`src/rtl/one_hot_encoder_pipe_pkg.sv`:
```
// Shared types for the one-hot encoder pipeline: the per-lane encoded result
// and the index-width helper.
package cva5_types;

  localparam int MAX_IW = 16;

  typedef struct packed {
    logic [MAX_IW-1:0] index;
    logic              any;
    logic              err;
  } encoded_lane_t;

  function automatic int calc_iw(input int width);
    return (width == 1) ? 1 : $clog2(width);
  endfunction

endpackage

```
`src/rtl/one_hot_encoder_pipe_if.sv`:
```
// Handshake bundle for one_hot_encoder_pipe: input beat, output beat and
// error counter; slave is the encoder side, master the producer/consumer side.
interface one_hot_encoder_pipe_if
  import cva5_types::*;
#(
  parameter int C_WIDTH = 40,
  parameter int LANES   = 1,
  parameter int IW      = calc_iw(C_WIDTH)
) ();

  logic                            in_valid;
  logic                            in_ready;
  logic [LANES-1:0][C_WIDTH-1:0]   one_hot;
  logic                            out_valid;
  logic                            out_ready;
  logic [LANES-1:0][IW-1:0]        int_out;
  logic [LANES-1:0]                out_any;
  logic [LANES-1:0]                out_err;
  logic [15:0]                     err_count;

  modport slave (
    input  in_valid, one_hot, out_ready,
    output in_ready, out_valid, int_out, out_any, out_err, err_count
  );

  modport master (
    output in_valid, one_hot, out_ready,
    input  in_ready, out_valid, int_out, out_any, out_err, err_count
  );

endinterface

```
`src/rtl/one_hot_encoder_pipe_lane_encode.sv`:
```
// Combinational one-hot to index encoder for a single lane (OR or lowest-index
// priority). Multi-hot detection exists only when ONE_HOT_CHECK_EN is defined.
module one_hot_lane_encode
  import cva5_types::*;
#(
  parameter int C_WIDTH       = 40,
  parameter int PRIORITY_MODE = 0,
  parameter int IW            = calc_iw(C_WIDTH)
) (
  input  logic [C_WIDTH-1:0] i_one_hot,
  output logic [IW-1:0]      o_index,
  output logic               o_any,
  output logic               o_err
);

  if (PRIORITY_MODE != 0) begin : g_pri
    // Scanning downward leaves the lowest set index as the final value.
    always_comb begin
      o_index = {IW{1'b0}};
      for (int i = C_WIDTH - 1; i >= 0; i--) begin
        o_index = i_one_hot[i] ? IW'(i) : o_index;
      end
    end
  end else begin : g_or
    always_comb begin
      o_index = {IW{1'b0}};
      for (int i = 0; i < C_WIDTH; i++) begin
        o_index = o_index | (i_one_hot[i] ? IW'(i) : {IW{1'b0}});
      end
    end
  end

  assign o_any = |i_one_hot;

`ifdef ONE_HOT_CHECK_EN
  logic w_seen;
  logic w_multi;

  // A second set bit after any earlier one marks the lane multi-hot.
  always_comb begin
    w_seen  = 1'b0;
    w_multi = 1'b0;
    for (int i = 0; i < C_WIDTH; i++) begin
      w_multi = w_multi | (w_seen & i_one_hot[i]);
      w_seen  = w_seen | i_one_hot[i];
    end
  end

  assign o_err = w_multi;
`else
  assign o_err = 1'b0;
`endif

endmodule

```
`src/rtl/one_hot_encoder_pipe.sv`:
```
// Multi-lane registered one-hot encoder with valid/ready and a two-entry
// (main + skid) buffer. ONE_HOT_CHECK_EN adds out_err and the saturating err_count.
module one_hot_encoder_pipe
  import cva5_types::*;
#(
  parameter int C_WIDTH       = 40,
  parameter int LANES         = 1,
  parameter int PRIORITY_MODE = 0
) (
  input  logic                   clk,
  input  logic                   rst,
  one_hot_encoder_pipe_if.slave  bus
);

  localparam int IW = calc_iw(C_WIDTH);

  encoded_lane_t w_enc  [LANES];
  encoded_lane_t r_main [LANES];
  encoded_lane_t r_skid [LANES];
  logic          r_main_valid;
  logic          r_skid_valid;
  logic          w_accept;
  logic          w_load_main;

  for (genvar g = 0; g < LANES; g++) begin : g_lane
    logic [IW-1:0] w_idx;
    logic          w_any;
    logic          w_err;

    one_hot_lane_encode #(
      .C_WIDTH       (C_WIDTH),
      .PRIORITY_MODE (PRIORITY_MODE),
      .IW            (IW)
    ) u_enc (
      .i_one_hot (bus.one_hot[g]),
      .o_index   (w_idx),
      .o_any     (w_any),
      .o_err     (w_err)
    );

    assign w_enc[g] = '{index: MAX_IW'(w_idx), any: w_any, err: w_err};
    assign bus.int_out[g] = r_main[g].index[IW-1:0];
    assign bus.out_any[g] = r_main[g].any;

    if (IW < MAX_IW) begin : g_pad
      logic w_unused_pad;
      assign w_unused_pad = ^r_main[g].index[MAX_IW-1:IW];
    end

`ifdef ONE_HOT_CHECK_EN
    assign bus.out_err[g] = r_main[g].err;
`else
    logic w_unused_err;
    assign w_unused_err   = r_main[g].err;
    assign bus.out_err[g] = 1'b0;
`endif
  end

  // in_ready is purely the inverted skid flag, so out_ready never reaches it.
  assign w_accept    = bus.in_valid & ~r_skid_valid;
  assign w_load_main = ~r_main_valid | bus.out_ready;

  // Main/skid storage: main refills from skid first to keep beat order.
  always_ff @(posedge clk) begin
    if (rst) begin
      r_main_valid <= 1'b0;
      r_skid_valid <= 1'b0;
      for (int l = 0; l < LANES; l++) begin
        r_main[l] <= '0;
        r_skid[l] <= '0;
      end
    end else if (w_load_main) begin
      if (r_skid_valid) begin
        r_main       <= r_skid;
        r_main_valid <= 1'b1;
        r_skid_valid <= 1'b0;
      end else if (w_accept) begin
        r_main       <= w_enc;
        r_main_valid <= 1'b1;
      end else begin
        r_main_valid <= 1'b0;
      end
    end else if (w_accept) begin
      r_skid       <= w_enc;
      r_skid_valid <= 1'b1;
    end else begin
      r_skid_valid <= r_skid_valid;
    end
  end

  assign bus.out_valid = r_main_valid;
  assign bus.in_ready  = ~r_skid_valid;

`ifdef ONE_HOT_CHECK_EN
  logic        w_beat_err;
  logic [15:0] r_err_count;

  // Any lane in error makes the whole beat count once.
  always_comb begin
    w_beat_err = 1'b0;
    for (int l = 0; l < LANES; l++) begin
      w_beat_err = w_beat_err | w_enc[l].err;
    end
  end

  // Saturating count of accepted erroneous beats.
  always_ff @(posedge clk) begin
    if (rst) begin
      r_err_count <= 16'h0000;
    end else if (w_accept && w_beat_err && (r_err_count != 16'hFFFF)) begin
      r_err_count <= r_err_count + 16'd1;
    end else begin
      r_err_count <= r_err_count;
    end
  end

  assign bus.err_count = r_err_count;
`else
  assign bus.err_count = 16'h0000;
`endif

endmodule

```
`src/flat_wrapper.sv`:
```
// flat-port wrapper written by rule: the top's interface ports become plain ports
module one_hot_encoder_pipe_flat import cva5_types::*;
#(
  parameter int C_WIDTH       = 40,
  parameter int LANES         = 1,
  parameter int PRIORITY_MODE = 0
)
  (clk, rst, bus_in_valid, bus_one_hot, bus_out_ready, bus_in_ready, bus_out_valid, bus_int_out, bus_out_any, bus_out_err, bus_err_count);
  one_hot_encoder_pipe_if #(.C_WIDTH(C_WIDTH), .LANES(LANES)) bus_i ();
  input  logic clk;
  input  logic rst;
  input wire logic [$bits(bus_i.in_valid)-1:0] bus_in_valid;
  input wire logic [$bits(bus_i.one_hot)-1:0] bus_one_hot;
  input wire logic [$bits(bus_i.out_ready)-1:0] bus_out_ready;
  output wire logic [$bits(bus_i.in_ready)-1:0] bus_in_ready;
  output wire logic [$bits(bus_i.out_valid)-1:0] bus_out_valid;
  output wire logic [$bits(bus_i.int_out)-1:0] bus_int_out;
  output wire logic [$bits(bus_i.out_any)-1:0] bus_out_any;
  output wire logic [$bits(bus_i.out_err)-1:0] bus_out_err;
  output wire logic [$bits(bus_i.err_count)-1:0] bus_err_count;
  assign bus_i.in_valid = bus_in_valid;
  assign bus_i.one_hot = bus_one_hot;
  assign bus_i.out_ready = bus_out_ready;
  assign bus_in_ready = bus_i.in_ready;
  assign bus_out_valid = bus_i.out_valid;
  assign bus_int_out = bus_i.int_out;
  assign bus_out_any = bus_i.out_any;
  assign bus_out_err = bus_i.out_err;
  assign bus_err_count = bus_i.err_count;
  one_hot_encoder_pipe #(.C_WIDTH(C_WIDTH), .LANES(LANES), .PRIORITY_MODE(PRIORITY_MODE)) u_core (.clk(clk), .rst(rst), .bus(bus_i));
endmodule
```
`config.mk`:
```
export PLATFORM = sky130hd
export DESIGN_NAME = one_hot_encoder_pipe_flat
export DESIGN_NICKNAME = d
export VERILOG_FILES = /design/src/rtl/one_hot_encoder_pipe_pkg.sv /design/src/rtl/one_hot_encoder_pipe_if.sv /design/src/rtl/one_hot_encoder_pipe_lane_encode.sv /design/src/rtl/one_hot_encoder_pipe.sv /design/src/flat_wrapper.sv
export SDC_FILE = /design/constraint.sdc
export NUM_CORES = 1
export LEC_CHECK = 0
export BUFFER_PORTS_ARGS = -buffer_cell sky130_fd_sc_hd__buf_2
export CAP_MARGIN = 20
export CORE_AREA = 3 3 55 57
export CTS_BUF_LIST = sky130_fd_sc_hd__clkbuf_2
export DETAILED_ROUTE_END_ITERATION = 7
export DIE_AREA = 0 0 58 60
export GPL_ROUTABILITY_DRIVEN = 0
export PLACE_DENSITY = 0.84
export SLEW_MARGIN = 10
export SYNTH_ARGS = -nofsm -noshare
export SYNTH_HDL_FRONTEND = slang
export SYNTH_SLANG_ARGS = --single-unit
```
`constraint.sdc`:
```
create_clock -name clk -period 1.6 [get_ports clk]
set_input_delay 0.32 -clock clk [delete_from_list [all_inputs] [get_ports clk]]
set_output_delay 0.32 -clock clk [all_outputs]
set_load 0.03 [all_outputs]
```
==> metrics.md, run 1 <==
| Metric | Value |
|---|---|
| Status | complete, no violations |
| DR WL/cell | ~13 um |
| Critical path's slowest cell | or4_1 |
| Syn_area_per_cell | about 8 um2 |
| Fmax | 688 MHz |
| Clock Tree Root | clkbuf_2 |
| Worst-path fanout max | 3 |
| DRC | 0 |
| Synth Instances | between 100 and 150 |
| Vias | 1160 |
| Final ANT Viol Nets | 0 |
| Total global routing overflow | 0 |
| Clock latency on the worst-skew pair | ~300 ps |
| Final Max Tran Viols | 0 |
| Initial antenna violation count | 0 |
| First-pass detailed-route iteration total | 4 |
| Die area | about 3500 um2 |
| Largest net degree at the start of global routing | 12 |
| Post-DR vias/cell | between 5 and 6 |
| Clk buf depth | 2 |
| Final worst slack | 146 ps |
| Slowest stage delay, CP | around 540 ps |
| # IOs | 70 |
| Storage cell area | ~320 um2 |
| CP bufs+invs | 1 |
| Pre-CTS WS | -202 ps |
| Setup crit start kind | input port |
| Arrival time worst endpoint | 1660 ps |
| Hold WC Path Type | in -> reg |
| Finished Layout Cells | ~220 |
| Yosys reg bits | 16 |
| Worst clock skew | around 8.4 ps |
| Setup violators final | 0 |
| H-tree Lvls | 1 |
| First-pass GRT wire length | between 4000 and 5000 um |
| Unrepaired setup endpoints after global routing | false |
| Critical path type | in -> reg |
| Crit-path cells | buf_2, or4_1, or3_4, nor3_2, a21oi_1 |
| GRT Total Usage | 0.158 |
| Area grow syn2layout | 32.9% |
| Area of the multi-input gates | roughly 570 um2 |
| Fin util | 0.512 |
| Row count | 18 |
| MaxCap Viol Count | 0 |
| Leak | ~0.56 nW |
| Crit end category | register |
| Asr flop ratio synth | 0 |
| VDD IR max | 0.000543 V |
| Core box area | roughly 2500 um2 |
| Sink Count | 16 |
| Crit path required time | around 1800 ps |
| Vias in the first global route | between 900 and 1000 |
| Initial DRC Count | 46 |
| Die Span X | between 50 and 60 um |
| Share of cells above drive strength 1 | 0.380 |
| Hold-fix buffers at CTS | 0 |
| Fill count | 263 |
| DP HPWL | between 2000 and 2500 um |
| Post-synth EDFFs | 0 |
| Synthesized cell area | 972 um2 |
| Post-cts resize count | 0 |
| Syn. warnings | 0 |
| Tmin final | ~1500 ps |
| Setup TNS | 0 ps |
| Clk slew on worst S/H paths | 150 ps |
| Hold Fails Final Rpt | 0 |
| Final period util | 0.909 |
| Post-CTS Setup Bufs | 0 |
| Unique cell type count in the Yosys netlist | 27 |
| CTS tree | done |
| WL final | around 2800 um |
| CP top delay family | simple AND/OR/NAND/NOR gates |
| Pwr dens | around 700 nW/um2 |
| Die Y-Extent | approximately 60 um |
| Antenna cells | 0 |
| I/O Buffers | 52 |
| Dpl cells | about 210 |
| Total CTS buffers | 3 |
| Initial Util | 0.385 |
| Final nets | between 200 and 250 |
| Sequential-to-total area share from yosys stat | 0.329 |
| Top FF cell, synth | dfxtp_1 |
==> where the power goes <==
part           internal, W  switching [W]  total [W]
Combinational    0.0000898       0.000173   0.000263
Clock            0.0000542       0.000130   0.000184
Sequential        0.000423      0.0000126   0.000436
==> final timing paths <==
kind,startpoint,endpoint,slack [ps],depth (start not counted)
worst max-delay path,bus_one_hot[22],u_core.r_skid[1],150,5
worst min-delay path,rst,u_core.bus.int_out[4],300,2
worst max register to register,u_core.bus.out_valid,u_core.bus.int_out[0],310,4
worst min register to register,u_core.bus.int_out[5],u_core.bus.int_out[5],460,2
==> layout by cell type, fill, tap and decap left out, types with 2 or more instances in the layout <==
master	netlist	layout
a21oi_1	6	6
buf_2	0	52
buf_4	17	11
clkbuf_2	0	3
conb_1	1	17
dfxtp_1	16	16
inv_1	2	2
nand2_1	5	5
nand2b_1	3	3
nand3_1	4	4
nand3b_1	2	2
nand4_1	2	2
nor2_1	12	12
nor3_1	10	10
nor4_1	22	22
o211ai_1	4	4
o21a_1	2	2
o21ai_0	4	4
==> registers in the layout, indices dropped and copies added, names as in the netlist <==
signal                count
u_core.bus.int_out        6
u_core.r_skid_valid       1
u_core.r_skid             7
u_core.bus.out_any        1
u_core.bus.out_valid      1
==> per-layer routing <==
layer / track usage / share of wire
met1: 0.203 / 0.41
met2: 0.271 / 0.46
met3: 0.0389 / 0.12
met4: 0.0298 / 0.0096
met5: 0 / 0
==> final cells by class <==
cell class | instances | area share
multi-input cells | 102 | 0.438
clock buffers | 3 | 0.0116
flip-flops and latches | 16 | 0.248
repair buffers | 63 | 0.265
inverters | 2 | 0.00581
well taps | 30 | 0.0290
clock inverters | 1 | 0.00290
==> per-stage QoR <==
stage / area, um2 / total power [W] / hold slack [ps]
3_3_place_gp: 1270 / 0.000702 / 435
5_1_grt: 1290 / 0.000922 / 320
2_1_floorplan: 1030 / 0.000624 / 464
6_report: 1290 / 0.000883 / 300
3_5_place_dp: 1270 / 0.000706 / 444
4_1_cts: 1290 / 0.000887 / 292
==> cell families after synthesis <==
group	Yosys count	synth area share
AOI/OAI and AO/OA	19	0.125
buffers and inverters	22	0.151
DFF	16	0.329
other	1	0.00386
and+or+nand+nor	66	0.391
==> Yosys cell counts (2+ instances only) <==
master	number	area, um2
a21oi_1	6	30.0
buf_4	17	128
clkbuf_1	2	7.51
dfxtp_1	16	320
inv_1	2	7.51
nand2_1	5	18.8
nand2b_1	3	18.8
nand3_1	4	20.0
nand3b_1	2	15.0
nand4_1	2	12.5
nor2_1	12	45.0
nor3_1	10	50.1
nor4_1	22	138
o211ai_1	4	30.0
o21a_1	2	15.0
o21ai_0	4	20.0
No activity file was read; power rests on OpenSTA's default activity.
==> run 2: changes to the inputs <==
--- a/config.mk
+++ b/config.mk
@@ -7,12 +7,12 @@
 export LEC_CHECK = 0
 export BUFFER_PORTS_ARGS = -buffer_cell sky130_fd_sc_hd__buf_2
 export CAP_MARGIN = 20
-export CORE_AREA = 3 3 55 57
+export CORE_AREA = 3 3 51 53
 export CTS_BUF_LIST = sky130_fd_sc_hd__clkbuf_2
 export DETAILED_ROUTE_END_ITERATION = 7
-export DIE_AREA = 0 0 58 60
+export DIE_AREA = 0 0 54 56
 export GPL_ROUTABILITY_DRIVEN = 0
-export PLACE_DENSITY = 0.84
+export PLACE_DENSITY = 0.92
 export SLEW_MARGIN = 10
 export SYNTH_ARGS = -nofsm -noshare
 export SYNTH_HDL_FRONTEND = slang
==> constraint.sdc (replaced) <==
create_clock -name clk -period 1.7 [get_ports clk]
set_input_delay 0.34 -clock clk [delete_from_list [all_inputs] [get_ports clk]]
set_output_delay 0.34 -clock clk [all_outputs]
set_load 0.03 [all_outputs]
==> run 2 against run 1 <==
  * Count of clock-buffer cells in the layout is the same
  * Sequential share of layout area is 0.64 points higher
  * Highest routed layer unchanged
  * Via count fell by 5.9%
  * Design area fell by 2.5%
  * Core utilization is 6.3 points higher
  * Die area fell by 13%
  * Total power is 7.5% lower
  * Routed wire length is 2.5% lower
  * Flip-flop and latch count did not move
  * Largest cell class unchanged
==> metrics.md, run 2 (synthesized netlist as in run 1, its figures left out) <==
| Metric | Value |
|---|---|
| Worst-path fanout max | 3 (unchanged) |
| Power, Total | 0.000816 W (-7.5%) |
| DR WL/cell | 13.0 um (+0.25%) |
| GRT Total Usage | 0.189 (+0.0303) |
| Total global routing overflow | 0 (unchanged) |
| WHS | 346 ps (+45.9 ps) |
| Initial DRC Count | 48 (+4.3%) |
| Post-DR vias/cell | 5.18 (-3.2%) |
| Vias in the first global route | 995 (+0.71%) |
| I/O Buffers | 52 (unchanged) |
| Clock Tree Root | clkbuf_2 |
| Final nets | 228 (-1.7%) |
| H-tree Lvls | 1 (unchanged) |
| Arrival time worst endpoint | 1660 ps (about the same) |
| Post-CTS Setup Bufs | 0 (unchanged) |
| Area grow syn2layout | 29.6% |
| Critical path type | in -> reg |
| Core box area | 2190 um2 (-13%) |
| Pwr dens | 648 nW/um2 (-5.2%) |
| Initial antenna violation count | 0 (unchanged) |
| Setup violators final | 0 (unchanged) |
| Final Max Tran Viols | 0 (unchanged) |
| Clock latency on the worst-skew pair | 290 ps (about the same) |
| Vias | 1092 (-5.9%) |
| Status | complete, no violations |
| Die Y-Extent | 56 um (-6.7%) |
| Setup TNS | 0 ps (unchanged) |
| Crit end category | register |
| Clk buf depth | 2 (unchanged) |
| Initial Util | 0.444 (+0.0583) |
| DRC | 0 (unchanged) |
| Fmax | between 600 and 700 MHz |
| Most frequent cells in the layout | buf_2 (52), nor4_1 (22), conb_1 (17) |
| Worst clock skew | 15.3 ps (+6.88 ps) |
| Hold WC Path Type | in -> reg |
| Sink Count | 16 (unchanged) |
| Leak | 0.541 nW (-3.6%) |
| Share of cells above drive strength 1 | 0.366 (-0.0136) |
| Most common cell after layout, fill and taps aside | buf_2 |
| Setup crit start kind | input port |
| Fill count | 210 (-20%) |
| CTS tree | done |
| # IOs | 70 (unchanged) |
| Largest net degree at the start of global routing | 12 (unchanged) |
| Die Span X | 54 um (-6.9%) |
| Total CTS buffers | 3 (unchanged) |
| Hold Fails Final Rpt | 0 (unchanged) |
| DP HPWL | 2340 um (-0.52%) |
| Final ANT Viol Nets | 0 (unchanged) |
| Crit path required time | 1880 ps (+70 ps) |
| Antenna cells | 0 (unchanged) |
| Die area | 3020 um2 (-13%) |
| Finished Layout Cells | 211 (-2.8%) |
| Max reg flops | 7 (unchanged) |
| First-pass GRT wire length | 4420 um (+2.7%) |
| WL final | 2750 um (-2.5%) |
| Hold-fix buffers at CTS | 0 (unchanged) |
| Fin util | 0.575 (+0.0627) |
| Final period util | 0.871 |
| Dpl cells | 207 (-2.8%) |
| Reg with most FFs | u_core.r_skid |
| First-pass detailed-route iteration total | 4 (unchanged) |
| MaxCap Viol Count | 0 (unchanged) |
| Post-cts resize count | 0 (unchanged) |
| Clk slew on worst S/H paths | 150 ps (about the same) |
| Row count | 17 (-1) |
| Tmin final | approximately 1500 ps |
| VDD IR max | 0.000442 V (-19%) |
| Unrepaired setup endpoints after global routing | false |
==> run 2: changes by cell type in the layout (fill, tap and decap cells not counted) <==
cell and change:
buf_4 -4
==> run 2: final cells by class <==
type / instances / area (um2) / area share
Clock buffer: 3 / 15.0 / 0.0119
Clock inverter: 1 / 3.75 / 0.00298
Inverter: 2 / 7.51 / 0.00596
Multi-Input combinational cell: 102 / 566 / 0.449
Sequential cell: 16 / 320 / 0.254
Tap cell: 28 / 35.0 / 0.0278
Timing Repair Buffer: 59 / 313 / 0.248
==> run 2: report_power, final <==
part | total (W) | leakage (nW) | switching, W | internal, W
sequential | 0.000410 | 0.132 | 0.0000114 | 0.000398
clock | 0.000167 | 0.0140 | 0.000116 | 0.0000511
combinational | 0.000239 | 0.395 | 0.000159 | 0.0000796
==> run 2: routing by layer <==
metal / part of all wire / wire, um / vias up / track usage
met2: 0.51 / 1390 / 52 / 0.296
met4: 0.0069 / 19 / 0 / 0.0285
met1: 0.40 / 1100 / 486 / 0.254
met5: 0 / 0 / - / 0
li1: - / - / 552 / -
met3: 0.085 / 233 / 2 / 0.0590
==> run 2: stage by stage <==
step	instance area, um2	setup WS [ps]
global placement	1240	-90.4
detailed placement	1240	-99.2
finish	1260	220
global route	1260	166
CTS	1260	233
floorplan	1030	47.7
==> run 2: path summary, 6_finish.rpt <==
check | from | to | slack, ps | cells after the start
max | bus_one_hot[22] | u_core.bus.int_out[1] | 220 | 5
min | rst | u_core.bus.int_out[5] | 350 | 2
max reg2reg | u_core.r_skid_valid | u_core.r_skid[1] | 400 | 5
min reg2reg | u_core.bus.int_out[5] | u_core.bus.int_out[5] | 460 | 2
==> run 2: worst max-delay path, stage by stage <==
cell and delay [ps]:
buf_2 110, or4_1 530, or3_4 360, nor4_2 240, nor4_1 80
==> run 3: changes to the inputs <==
--- a/config.mk
+++ b/config.mk
@@ -7,13 +7,14 @@
 export LEC_CHECK = 0
 export BUFFER_PORTS_ARGS = -buffer_cell sky130_fd_sc_hd__buf_2
 export CAP_MARGIN = 20
-export CORE_AREA = 3 3 51 53
+export CORE_AREA = 3 3 53 55
 export CTS_BUF_LIST = sky130_fd_sc_hd__clkbuf_2
 export DETAILED_ROUTE_END_ITERATION = 7
-export DIE_AREA = 0 0 54 56
+export DIE_AREA = 0 0 56 58
 export GPL_ROUTABILITY_DRIVEN = 0
-export PLACE_DENSITY = 0.92
+export PLACE_DENSITY = 0.91
 export SLEW_MARGIN = 10
 export SYNTH_ARGS = -nofsm -noshare
 export SYNTH_HDL_FRONTEND = slang
+export SYNTH_HIERARCHICAL = 1
 export SYNTH_SLANG_ARGS = --single-unit
==> run 3 against run 2 <==
  * Critical path depth is 1 higher
  * Register-to-register slack improved by 60 ps
  * Non-clock buffer count decreased by 1
  * Via count is 6.5% lower
  * Worst setup slack gained 26 ps
  * Sequential share of layout area shrank 0.62 points
  * Largest cell class unchanged
  * Largest power group unchanged
==> metrics.md, run 3 <==
| Metric | Value |
|---|---|
| Status | complete, no violations |
| Vias in the first global route | 945 (-5.0%) |
| Final nets | 213 (-6.6%) |
| Syn_area_per_cell | 9.30 um2 (+19%) |
| Post-DR vias/cell | 5.18 (+0.14%) |
| Worst R2R Setup Slack | 460 ps (+60 ps) |
| Switching power | 0.000282 W (-1.6%) |
| DRC | 0 (unchanged) |
| Arrival time worst endpoint | 1610 ps (-50 ps) |
| Synthesized cell area | 1060 um2 (+9.0%) |
| DR WL/cell | 13.3 um (+1.7%) |
| MaxCap Viol Count | 0 (unchanged) |
| Final instance area | 1290 um2 (+2.5%) |
| Initial Util | 0.436 (-0.00805) |
| Clock Tree Root | clkbuf_2 |
| Row count | 18 (+1) |
| Total global routing overflow | 0 (unchanged) |
| Initial antenna violation count | 0 (unchanged) |
| Area grow syn2layout | 21.8% |
| WL final | 2610 um (-5.0%) |
| Fmax | 688 MHz (+1.8%) |
| Crit path required time | 1860 ps (-20 ps) |
| VDD IR max | 0.000406 V (-8.1%) |
| First-pass GRT wire length | 3970 um (-10%) |
| Share of cells above drive strength 1 | 0.437 (+0.0710) |
| Syn. warnings | 6 (+6) |
| Setup crit start kind | input port |
| Critical path type | in -> reg |
| Die area | 3250 um2 (+7.4%) |
| Dpl cells | 194 (-6.3%) |
| Leak | 0.561 nW (+3.8%) |
| Hold WC Path Type | in -> reg |
| Worst-path fanout max | 2 (-1) |
| Largest net degree at the start of global routing | 17 (+5) |
| Clk buf depth | 2 (unchanged) |
| Post-CTS Setup Bufs | 0 (unchanged) |
| Die Y-Extent | 58 um (+3.6%) |
| Post-cts resize count | 0 (unchanged) |
| Max reg flops | 7 (unchanged) |
| Most frequent cells in the layout | buf_2 (52), conb_1 (17), dfxtp_1 (16), nor4_1 (16), mux2i_1 (14) |
| Placement Cell Area | 1280 um2 (+2.8%) |
| Sink Count | 16 (unchanged) |
| Flop pwr share | 0.504 (+0.002) |
| Core box area | 2430 um2 (+11%) |
| Crit end category | register |
| DP HPWL | 2210 um (-5.8%) |
| Final Max Tran Viols | 0 (unchanged) |
| First-pass detailed-route iteration total | 4 (unchanged) |
| CTS tree | done |
| Reg with most FFs | u_core/r_skid |
| Initial DRC Count | 47 (-2.1%) |
| Clk slew on worst S/H paths | 140 ps (about the same) |
| Reg2reg path depth | 3 (-2) |
| Clock share of power | 0.187 (-0.018) |
| Fill count | 242 (+15%) |
| GRT Total Usage | 0.150 (-0.0386) |
| Hold Fails Final Rpt | 0 (unchanged) |
| Synth Instances | 114 (-8.1%) |
| I/O Buffers | 52 (unchanged) |
| Finished Layout Cells | 197 (-6.6%) |
| Antenna cells | 0 (unchanged) |
| Pwr dens | 631 nW/um2 (-2.5%) |
| Worst clock skew | 7.75 ps (-7.57 ps) |
| Switching Fraction | 0.346 (-0.00527) |
| Total CTS buffers | 3 (unchanged) |
| Unrepaired setup endpoints after global routing | false |
| Hold-fix buffers at CTS | 0 (unchanged) |
| Die Span X | 56 um (+3.7%) |
| Hold path depth | 3 (+1) |
| Setup violators final | 0 (unchanged) |
| Gate power share | 0.309 (+0.016) |
| Final period util | 0.855 (-0.0153) |
| # IOs | 70 (unchanged) |
| Clock latency on the worst-skew pair | 270 ps (-20 ps) |
| Most common cell after layout, fill and taps aside | buf_2 |
| H-tree Lvls | 1 (unchanged) |
| Int Power | 0.000533 W (+0.71%) |
| Tmin final | 1450 ps (-26.1 ps) |
| Vias | 1021 (-6.5%) |
| Final ANT Viol Nets | 0 (unchanged) |
-- run 3: final timing paths --
path	from	end
max reg2reg	u_core/r_skid_valid	u_core/r_skid[2]
min reg2reg	u_core/r_skid[4]	u_core/r_skid[4]
min	bus_in_valid	u_core/bus.out_valid
max	bus_one_hot[9]	u_core/bus.out_any
-- run 3: per-layer routing --
| metal | wire, um | global-route usage |
|---|---|---|
| met5 | 0 | 0 |
| met4 | 0 | 0.0305 |
| met3 | 180 | 0.0290 |
| met2 | 1370 | 0.280 |
| met1 | 1060 | 0.179 |
-- run 3: critical path, stage by stage --
cell and delay (ps):
buf_2 110, nor4_1 410, nand4_1 150, or3_1 350, mux2i_1 170, a211oi_2 80
-- run 3: layout make-up --
cell class | count | area, um2 | area share
clock buffers | 3 | 15.0 | 0.0116
well taps | 30 | 37.5 | 0.0291
repair buffers | 58 | 305 | 0.236
inverters | 1 | 3.75 | 0.00291
multi-input cells | 89 | 609 | 0.472
flip-flops and latches | 16 | 320 | 0.248
-- run 3: stage by stage --
| stage | total power [W] | hold WS [ps] | TNS [ps] | util | setup WS, ps |
|---|---|---|---|---|---|
| floorplan | 0.000612 | 460 | 0 | - | 201 |
| global placement | 0.000665 | 473 | 0 | 0.525 | 5.89 |
| detailed placement | 0.000668 | 486 | -20.4 | 0.525 | -20.4 |
| CTS | 0.000821 | 332 | 0 | 0.531 | 287 |
| global route | 0.000858 | 363 | 0 | 0.531 | 178 |
| finish | 0.000815 | 345 | 0 | 0.531 | 246 |
-- run 3: power by group through the flow --
stage,Sequential [W],Combinational (W),Clock [W]
after global routing,0.000414,0.000268,0.000175
after global placement,0.000418,0.000247,0
final,0.000411,0.000252,0.000153
after floorplan,0.000449,0.000163,0
after CTS,0.000411,0.000250,0.000160
after detailed placement,0.000420,0.000249,0
